**src/rtl/key_pkg.sv**
```systemverilog
// key_pkg: shared constants for the keyboard event tracker.
//   KEY_CODES    - USB keycode for each tracked key. Entry i is key i.
//   KEY_*        - index of each named key in KEY_CODES and in the output vectors.
//   ROLLOVER_CODE- the code the keyboard reports in every slot on phantom-key rollover.
//   rpt_state_e  - per-key auto-repeat FSM states.
package key_pkg;

   localparam int KEY_COUNT = 9;

   localparam int KEY_P1_LEFT  = 0;
   localparam int KEY_P1_RIGHT = 1;
   localparam int KEY_P1_ATK1  = 2;
   localparam int KEY_P1_ATK2  = 3;
   localparam int KEY_P2_LEFT  = 4;
   localparam int KEY_P2_RIGHT = 5;
   localparam int KEY_P2_ATK1  = 6;
   localparam int KEY_P2_ATK2  = 7;
   localparam int KEY_ENTER    = 8;

   // Entry 0 sits in the least significant byte.
   localparam logic [KEY_COUNT-1:0][7:0] KEY_CODES = {
      8'h28,                            // enter
      8'h5A, 8'h59, 8'h4F, 8'h50,       // P2 atk2, atk1, right, left
      8'h0B, 8'h0A, 8'h07, 8'h04        // P1 atk2, atk1, right, left
   };

   localparam logic [7:0] ROLLOVER_CODE = 8'h01;

   typedef enum logic [1:0] {
      RPT_IDLE   = 2'd0,
      RPT_DELAY  = 2'd1,
      RPT_REPEAT = 2'd2
   } rpt_state_e;

endpackage

```
**src/rtl/key_repeat_fsm.sv**
```systemverilog
// key_repeat_fsm: auto-repeat timer for one key.
//   Clk, Reset      - clock, synchronous active-high reset
//   step_i          - an accepted sample is being taken this cycle
//   hit_i           - the key is present in that sample
//   repeat_pulse_o  - registered one-cycle repeat pulse
// The timer only advances on accepted samples, so it counts frames, not clocks.
module key_repeat_fsm
   import key_pkg::*;
#(
   parameter int REPEAT_DELAY  = 20,
   parameter int REPEAT_PERIOD = 4
) (
   input  logic Clk,
   input  logic Reset,
   input  logic step_i,
   input  logic hit_i,
   output logic repeat_pulse_o
);

   localparam int CW = $clog2((REPEAT_DELAY > REPEAT_PERIOD) ? REPEAT_DELAY : REPEAT_PERIOD) + 1;

   rpt_state_e    state_q;
   logic [CW-1:0] cnt_q;
   logic          pulse_q;

   always_ff @(posedge Clk) begin
      if (Reset) begin
         state_q <= RPT_IDLE;
         cnt_q   <= '0;
         pulse_q <= 1'b0;
      end else begin
         pulse_q <= 1'b0;
         if (step_i) begin
            if (!hit_i) begin
               state_q <= RPT_IDLE;
               cnt_q   <= '0;
            end else begin
               case (state_q)
                  RPT_IDLE: begin
                     // The press sample itself counts as sample 1 of the delay.
                     state_q <= RPT_DELAY;
                     cnt_q   <= CW'(1);
                  end
                  RPT_DELAY: begin
                     if (cnt_q == CW'(REPEAT_DELAY)) begin
                        state_q <= RPT_REPEAT;
                        cnt_q   <= CW'(1);
                        pulse_q <= 1'b1;
                     end else begin
                        cnt_q <= cnt_q + CW'(1);
                     end
                  end
                  RPT_REPEAT: begin
                     if (cnt_q == CW'(REPEAT_PERIOD)) begin
                        cnt_q   <= CW'(1);
                        pulse_q <= 1'b1;
                     end else begin
                        cnt_q <= cnt_q + CW'(1);
                     end
                  end
                  default: begin
                     state_q <= RPT_IDLE;
                     cnt_q   <= '0;
                  end
               endcase
            end
         end
      end
   end

   assign repeat_pulse_o = pulse_q;

endmodule

```
**src/rtl/key_event_tracker.sv**
```systemverilog
// key_event_tracker: frame-sampled keyboard front end.
//   Clk, Reset    - clock, synchronous active-high reset
//   keycode       - NUM_SLOTS 8-bit keycode slots, slot k at [8k+7:8k], 8'h00 empty
//   sample_en     - keycode is evaluated only in cycles where this is high
//   held          - key present in the last accepted sample
//   pressed       - one-cycle pulse on a 0->1 change of held
//   released      - one-cycle pulse on a 1->0 change of held
//   repeat_pulse  - one-cycle auto-repeat pulse per key
//   rollover_err  - one-cycle pulse when a sample is rejected as rollover
// All outputs are registered; a sample in cycle t shows up in cycle t+1.
module key_event_tracker
   import key_pkg::*;
#(
   parameter int NUM_SLOTS     = 4,
   parameter int NUM_KEYS      = 9,
   parameter int REPEAT_DELAY  = 20,
   parameter int REPEAT_PERIOD = 4
) (
   input  logic                   Clk,
   input  logic                   Reset,
   input  logic [8*NUM_SLOTS-1:0] keycode,
   input  logic                   sample_en,
   output logic [NUM_KEYS-1:0]    held,
   output logic [NUM_KEYS-1:0]    pressed,
   output logic [NUM_KEYS-1:0]    released,
   output logic [NUM_KEYS-1:0]    repeat_pulse,
   output logic                   rollover_err
);

   logic [NUM_KEYS-1:0] hit;
   logic                rollover;
   logic                accept;

   logic [NUM_KEYS-1:0] held_q, held_d;
   logic [NUM_KEYS-1:0] pressed_q, released_q;
   logic                rollover_q;

   // A code repeated across slots still yields a single hit; 8'h00 never matches.
   always_comb begin
      hit = '0;
      for (int i = 0; i < NUM_KEYS; i++) begin
         for (int k = 0; k < NUM_SLOTS; k++) begin
            if (KEY_CODES[i] != 8'h00 && keycode[8*k +: 8] == KEY_CODES[i])
               hit[i] = 1'b1;
         end
      end
   end

   always_comb begin
      rollover = 1'b1;
      for (int k = 0; k < NUM_SLOTS; k++) begin
         if (keycode[8*k +: 8] != ROLLOVER_CODE)
            rollover = 1'b0;
      end
   end

   // A rollover sample is dropped entirely: no state moves anywhere.
   assign accept = sample_en & ~rollover;
   assign held_d = accept ? hit : held_q;

   always_ff @(posedge Clk) begin
      if (Reset) begin
         held_q     <= '0;
         pressed_q  <= '0;
         released_q <= '0;
         rollover_q <= 1'b0;
      end else begin
         held_q     <= held_d;
         pressed_q  <= accept ? (hit & ~held_q) : '0;
         released_q <= accept ? (~hit & held_q) : '0;
         rollover_q <= sample_en & rollover;
      end
   end

   for (genvar g = 0; g < NUM_KEYS; g++) begin : g_key
      key_repeat_fsm #(
         .REPEAT_DELAY  (REPEAT_DELAY),
         .REPEAT_PERIOD (REPEAT_PERIOD)
      ) u_rpt (
         .Clk            (Clk),
         .Reset          (Reset),
         .step_i         (accept),
         .hit_i          (hit[g]),
         .repeat_pulse_o (repeat_pulse[g])
      );
   end

   assign held         = held_q;
   assign pressed      = pressed_q;
   assign released     = released_q;
   assign rollover_err = rollover_q;

endmodule

```
**config.mk**
```make
export PLATFORM = sky130hd
export DESIGN_NAME = key_event_tracker
export DESIGN_NICKNAME = d
export VERILOG_FILES = /design/src/rtl/key_pkg.sv /design/src/rtl/key_repeat_fsm.sv /design/src/rtl/key_event_tracker.sv
export SDC_FILE = /design/constraint.sdc
export NUM_CORES = 1
export LEC_CHECK = 0
export BUFFER_PORTS_ARGS = -buffer_cell sky130_fd_sc_hd__buf_2
export CORE_MARGIN = 3
export CORE_UTILIZATION = 55
export CTS_BUF_LIST = sky130_fd_sc_hd__clkbuf_4
export CTS_CLUSTER_SIZE = 28
export DETAILED_ROUTE_END_ITERATION = 8
export GPL_TIMING_DRIVEN = 0
export MAX_ROUTING_LAYER = met4
export PLACE_DENSITY = 0.8
export REMOVE_ABC_BUFFERS = 1
export SLEW_MARGIN = 20
export SYNTH_ARGS = -nofsm -noshare
export SYNTH_HDL_FRONTEND = slang
export SYNTH_SLANG_ARGS = --single-unit
```
**constraint.sdc**
```tcl
create_clock -name Clk -period 2.56 [get_ports Clk]
set_input_delay 0.512 -clock Clk [delete_from_list [all_inputs] [get_ports Clk]]
set_output_delay 0.512 -clock Clk [all_outputs]
set_load 0.01 [all_outputs]
```
Word-level counts from Yosys, hierarchy flattened:

Index checks and enable logic that the tools add are counted.

* memory bits (read-only): 0
* register bits: 109
* bits in writable memories: 0
* bits in latches: 0
* memories: 0
* word-level logic and storage cells: 309
* bits of input ports: 35
* output and inout bits: 37

* multiply operators: 0
* div/mod/pow operators: 0
* magnitude comparators: 0
* multiplexer cells: 130
* equal/unequal tests: 94
* add/sub/neg operators: 9
* bitwise logic cells: 17
* reductions and logical operators: 28
* shifts and indexed selects: 0

Operator list (number)
* $mux 6: 27
* $pmux 6 s3: 9
* $eq 8x7->1 const B: 16
* $eq 8x3->1 const B: 8
* $eq 8x4->1 const B: 8
* $mux 1: 58
* $add 6x1->6 const B: 9
* $eq 6x3->1 const B: 9
* $eq 6x5->1 const B: 9
* $pmux 2 s3: 9
* $mux 2: 18
* $eq 8x6->1 const B: 4
* $ne 8x1->1 const B: 4
* $ne 3x3->1 const B: 9
* $reduce_and 3->1: 9
* $reduce_or 3->1: 9
* $and 9x9->9: 2
* $eq 2x1->1 const B: 9
* $eq 2x2->1 const B: 9
* $logic_not 2->1: 9
* $ne 2x2->1 const B: 9
* $not 9->9: 2
* $pmux 1 s2: 9
* $not 1->1: 11
* other kinds (2): 3

Depth between registers and ports, before layout:

* depth in word-level cells: 9
* depth in mapped cells: 8
* depth with buffers taken out: 7

By module:

Synthesis repeated with hierarchy kept, for this count alone.

* cell total of the unflattened synthesis: 807
* area, all modules: 7088.0 um^2

By module, submodules not included
* key_repeat_fsm (g_key[1].u_rpt ...): sequential area each 180.2 um^2, times used 6, area each 605.6 um^2, cells each 69
* key_repeat_fsm (g_key[0].u_rpt ...): sequential area each 180.2 um^2, times used 3, area each 623.1 um^2, cells each 71
* key_event_tracker: sequential area each 560.5 um^2, times used 1, area each 1585.3 um^2, cells each 180

Least setup slack after synthesis:

Ideal clock, no wire load.

* path type: input -> register
* start: input keycode[0]
* end: register g_key[8].u_rpt.cnt_q[2]
* setup slack: 0.411 ns
* arrival: 2.017 ns
* cell stages on the path: 8
* path buffers: 3
* required time: 2.428 ns
* setup time: 0.132 ns
* cell sequence: clkbuf_1 nor4bb_1 nand4_1 o31a_1 clkbuf_1 clkbuf_1 nand3_1 o32ai_2

* word-level cells in the longest chain between the ends: 7
* elaborated cells on any way between the ends: 13
* those cells by class: eq/ne (2); mux (9); bitwise (2)

Ends and longest elaborated chain
* from (decl): line key_event_tracker.sv:21 `input logic [8*NUM_SLOTS-1:0] keycode,`
* $ne 8x1->1: line key_event_tracker.sv:52 `if (keycode[8*k +: 8] != ROLLOVER_CODE)`
* $mux 1 (4 in a row): line key_event_tracker.sv:52
* $not 1->1: line key_event_tracker.sv:58 `assign accept = sample_en & ~rollover;`
* $and 1x1->1: line key_event_tracker.sv:58
* to (signal assigned): line key_repeat_fsm.sv:50 `cnt_q <= cnt_q + CW'(1);`
* to (signal assigned): line key_repeat_fsm.sv:58 `cnt_q <= cnt_q + CW'(1);`
* to (decl): line key_repeat_fsm.sv:23 `logic [CW-1:0] cnt_q;`

Parallel ways exist; a longest one is shown, timed or not.
A chain may end at the register's enable or synchronous reset.

Final worst setup path:

* start: input keycode[21]
* end: register g_key[5].u_rpt.pulse_q

* word-level cells in the longest chain between the ends: 7
* elaborated cells on any way between the ends: 11
* those cells by class: eq/ne (2); mux (4); bitwise (4); reduce/logical (1)

Ends and longest elaborated chain
* $ne 8x1->1: line key_event_tracker.sv:52
* $mux 1 (2 in a row): line key_event_tracker.sv:52
* $not 1->1: line key_event_tracker.sv:58
* $and 1x1->1: line key_event_tracker.sv:58
* $not 1->1 (no source line)
* $reduce_or 3->1 (no source line) (*)
* to (signal assigned): line key_repeat_fsm.sv:32 `pulse_q <= 1'b0;`
* to (signal assigned): line key_repeat_fsm.sv:48 `pulse_q <= 1'b1;`
* to (signal assigned): line key_repeat_fsm.sv:56 `pulse_q <= 1'b1;`
* to (decl): line key_repeat_fsm.sv:24 `logic pulse_q;`

Every way passes the cells marked *; elsewhere a longest branch is shown, timed or not.

==> flow_summary.json <==
{
  "die_width_um": 117.6,
  "wire_per_inst_um": 15.76,
  "reg2reg_from": "g_key[0].u_rpt.cnt_q[0]",
  "slew_violations": 0,
  "start_kind": "primary input",
  "synthDistinctLibCells": 48,
  "num_io_pins": 72,
  "crit_cells": 7,
  "core_region_area_um2": 12110,
  "dp_hpwl_um": 11740,
  "synth_seq_cells": 109,
  "regToRegSetupSlack_ns": 0.45,
  "synth_edf_count": 0,
  "critPathSlowestCell": "o31a_2",
  "area_delta_synth_final_pct": 9.843,
  "final.setup.tns_ns": 0,
  "ant_nets": 0,
  "startpoint": "keycode[21]",
  "grt-ovfl-total": 0,
  "reg2reg_to": "g_key[0].u_rpt.cnt_q[2]",
  "cts_tree": "done",
  "timing.fmax_mhz": 427.4,
  "finalSetupViolCount": 0,
  "crit_required_ns": 2.94,
  "gp_congestion": 0.9274,
  "crit_chain": "buf_2, nor4_4, nand4_2, o31a_2, buf_12, nand2b_2, nor3_1",
  "timing.final.crit_share_pct": 91.40,
  "clkLatencyLatePin_ns": 0.50,
  "avgSynthCellArea_um2": 8.305,
  "async_flop_share_pct": 0,
  "nets": 969,
  "cts_hold_buf": 0,
  "critPathMaxFanout": 32,
  "hold_violations": 0,
  "grt_pass1_vias": 5845,
  "fp.dieH_um": 117.6,
  "critPathBufInv": 2,
  "multiInputGateArea_um2": 4148,
  "worst_ep_arrival_time_ns": 2.72,
  "fillers": 1104,
  "hold_depth": 3,
  "p_leak_nw": 2.568,
  "drive_above_1_share_pct": 12.90,
  "maxSlewHeadroom_pct": 46.34,
  "status": "finished clean",
  "cts_buffer_depth": 2,
  "first_pass_iters": 5,
  "max_cap_viol_count": 0,
  "finClkSkew_ns": 0.01528,
  "grt_util_all_layers_pct": 24.17,
  "antenna_found_initial": 1,
  "place_inst": 1027,
  "vias": 6332,
  "yosysWarnings": 0,
  "drcViolationCount": 0,
  "std_cell_rows": 40,
  "synth_top_area_cell": "dfxtp_1",
  "cts_num_sinks": 109,
  "peakVddDrop_uv": 304.5,
  "hold_slack_ns": 0.4069,
  "synth_flop_cell": "dfxtp_1",
  "seq_area_um2": 2182,
  "path_clk_slew_ns": 0.16,
  "min_path_type": "in2reg",
  "fin_cells": 1045,
  "cts_max_level": 3,
  "grt_max_degree": 61,
  "crit_type": "in2reg",
  "slowest_delay_ns": 0.61,
  "synth_top_area_share_pct": 31.85,
  "synth_area_um2": 6852,
  "numCtsBuffers": 9,
  "rsz0062_at_grt": "no",
  "power.density_nw_per_um2": 420.2,
  "tightest_slew_ns": 0.7944,
  "grt_pass1_wl_um": 27400,
  "drtIter0Drc": 501,
  "synth_seq_area_share_pct": 31.85,
  "syn_inst": 825,
  "routed_wl_um": 16470,
  "crit_family": "simple AND/OR/NAND/NOR gates",
  "final.min_clock_period_ns": 2.340,
  "worstSetupEndpointType": "flip-flop",
  "utilization_pct": 62.14,
  "clockRootBuffer": "clkbuf_4",
  "viasPerCell": 6.059,
  "dieArea_um2": 13830,
  "critical_path.endpoint": "g_key[5].u_rpt.repeat_pulse_o",
  "rr_worst_depth": 7,
  "io_buffers": 71,
  "start_util_pct": 56.57,
  "synth_top_cells_by_area": "dfxtp_1 32%, ha_1 12%, inv_1 4.3%"
}
==> power by group <==
part	switching (mW)	total [mW]	internal, mW	leakage (nW)
Sequential	0.00840	1.72	1.71	0.880
Clock	0.583	1.17	0.589	0.108
Combinational	0.178	0.272	0.0942	1.58
Total	0.769	3.16	2.39	2.57
==> cell families after synthesis <==
group	count (synthesis)	synth area share, %
AND/OR/NAND/NOR	348	30.59
AO/OA/AOI/OAI	173	17.04
buffers and inverters	123	7.706
flip-flops	109	31.85
adder cells (fa/ha/maj)	63	11.50
multiplexers	9	1.315
==> synth_stat cells (5+ instances only) <==
master	number
a211oi_1	10
a21oi_1	40
a22oi_1	9
a31oi_1	45
and3_1	15
and4bb_2	5
buf_2	5
buf_4	10
clkbuf_1	26
dfxtp_1	109
ha_1	63
inv_1	79
mux2i_1	9
nand2_1	39
nand2b_1	12
nand3_1	43
nand4_1	21
nand4b_1	21
nand4bb_1	8
nor2_1	57
nor2b_1	8
nor3_1	36
nor4_1	7
nor4b_1	9
nor4bb_1	9
o21ai_0	19
o22ai_1	7
o32ai_1	26
or3_1	36
or4_1	5
==> how the worst min path moves through the flow <==
stage / from / to / slack (ns)
2_1_floorplan: g_key[0].u_rpt.cnt_q[1] / g_key[0].u_rpt.cnt_q[1] / 0.46
3_3_place_gp: held[2] / pressed[2] / 0.46
3_5_place_dp: held[2] / pressed[2] / 0.46
4_1_cts: sample_en / g_key[6].u_rpt.state_q[0] / 0.38
5_1_grt: sample_en / g_key[6].u_rpt.state_q[0] / 0.39
6_report: sample_en / g_key[6].u_rpt.state_q[0] / 0.41
==> worst min-delay path: stages <==
cell,delay (ns)
buf_2,0.19
nand4_1,0.12
a21oi_1,0.05
==> registers in the layout (all words and copies together), names as in the netlist <==
| signal | flops |
|---|---|
| g_key.u_rpt.cnt_q | 54 |
| g_key.u_rpt.repeat_pulse_o | 9 |
| g_key.u_rpt.state_q | 18 |
| held | 9 |
| pressed | 9 |
| released | 9 |
| rollover_err | 1 |
==> layout make-up <==
type                            instances  area share, %
Multi-Input combinational cell        593          55.11
Sequential cell                       109          28.99
Timing Repair Buffer                   79          6.401
Inverter                               79          3.940
Tap cell                              168          2.793
Clock inverter                          7          1.829
Clock buffer                            9         0.8978
Antenna cell                            1        0.03325
==> routing by layer <==
layer  vias to the layer above  share of wire [%]  track usage [%]
met4                         0                1.3            6.227
li1                       3157                  -                -
met2                       200                 45            38.02
met5                         -                  0                -
met1                      2954                 47            31.08
met3                        21                6.8            6.391
==> cells in the final DEF (no fill, tap or decap), types with 10 or more instances in the layout <==
master,count
a211oi_1,10
a21oi_1,40
a31oi_1,45
and3_1,15
buf_2,70
dfxtp_1,109
ha_1,63
inv_1,79
nand2_1,39
nand2b_1,11
nand3_1,43
nand4_1,21
nand4b_1,21
nor2_1,56
nor3_1,36
o21ai_0,19
o32ai_1,26
or3_1,36
==> stage by stage <==
step / setup WS, ns / power, mW / cell area [µm²]
6_report: 0.2202 / 3.162 / 7526
5_1_grt: 0.1476 / 3.278 / 7526
4_1_cts: 0.1181 / 3.187 / 7516
3_5_place_dp: -0.6087 / 2.020 / 7308
3_3_place_gp: -2.870 / 1.998 / 7186
2_1_floorplan: -0.7573 / 1.863 / 6620
==> what timing repair did <==
action | 4_1_cts | 5_1_grt
endpoints found under the hold margin | 0 | 0
gates resized for setup | 1 | 0
endpoints found under the setup margin | 6 | 3
setup buffers | 0 | 1
pin swaps | 0 | 1
(Power assumes the default switching activity.)
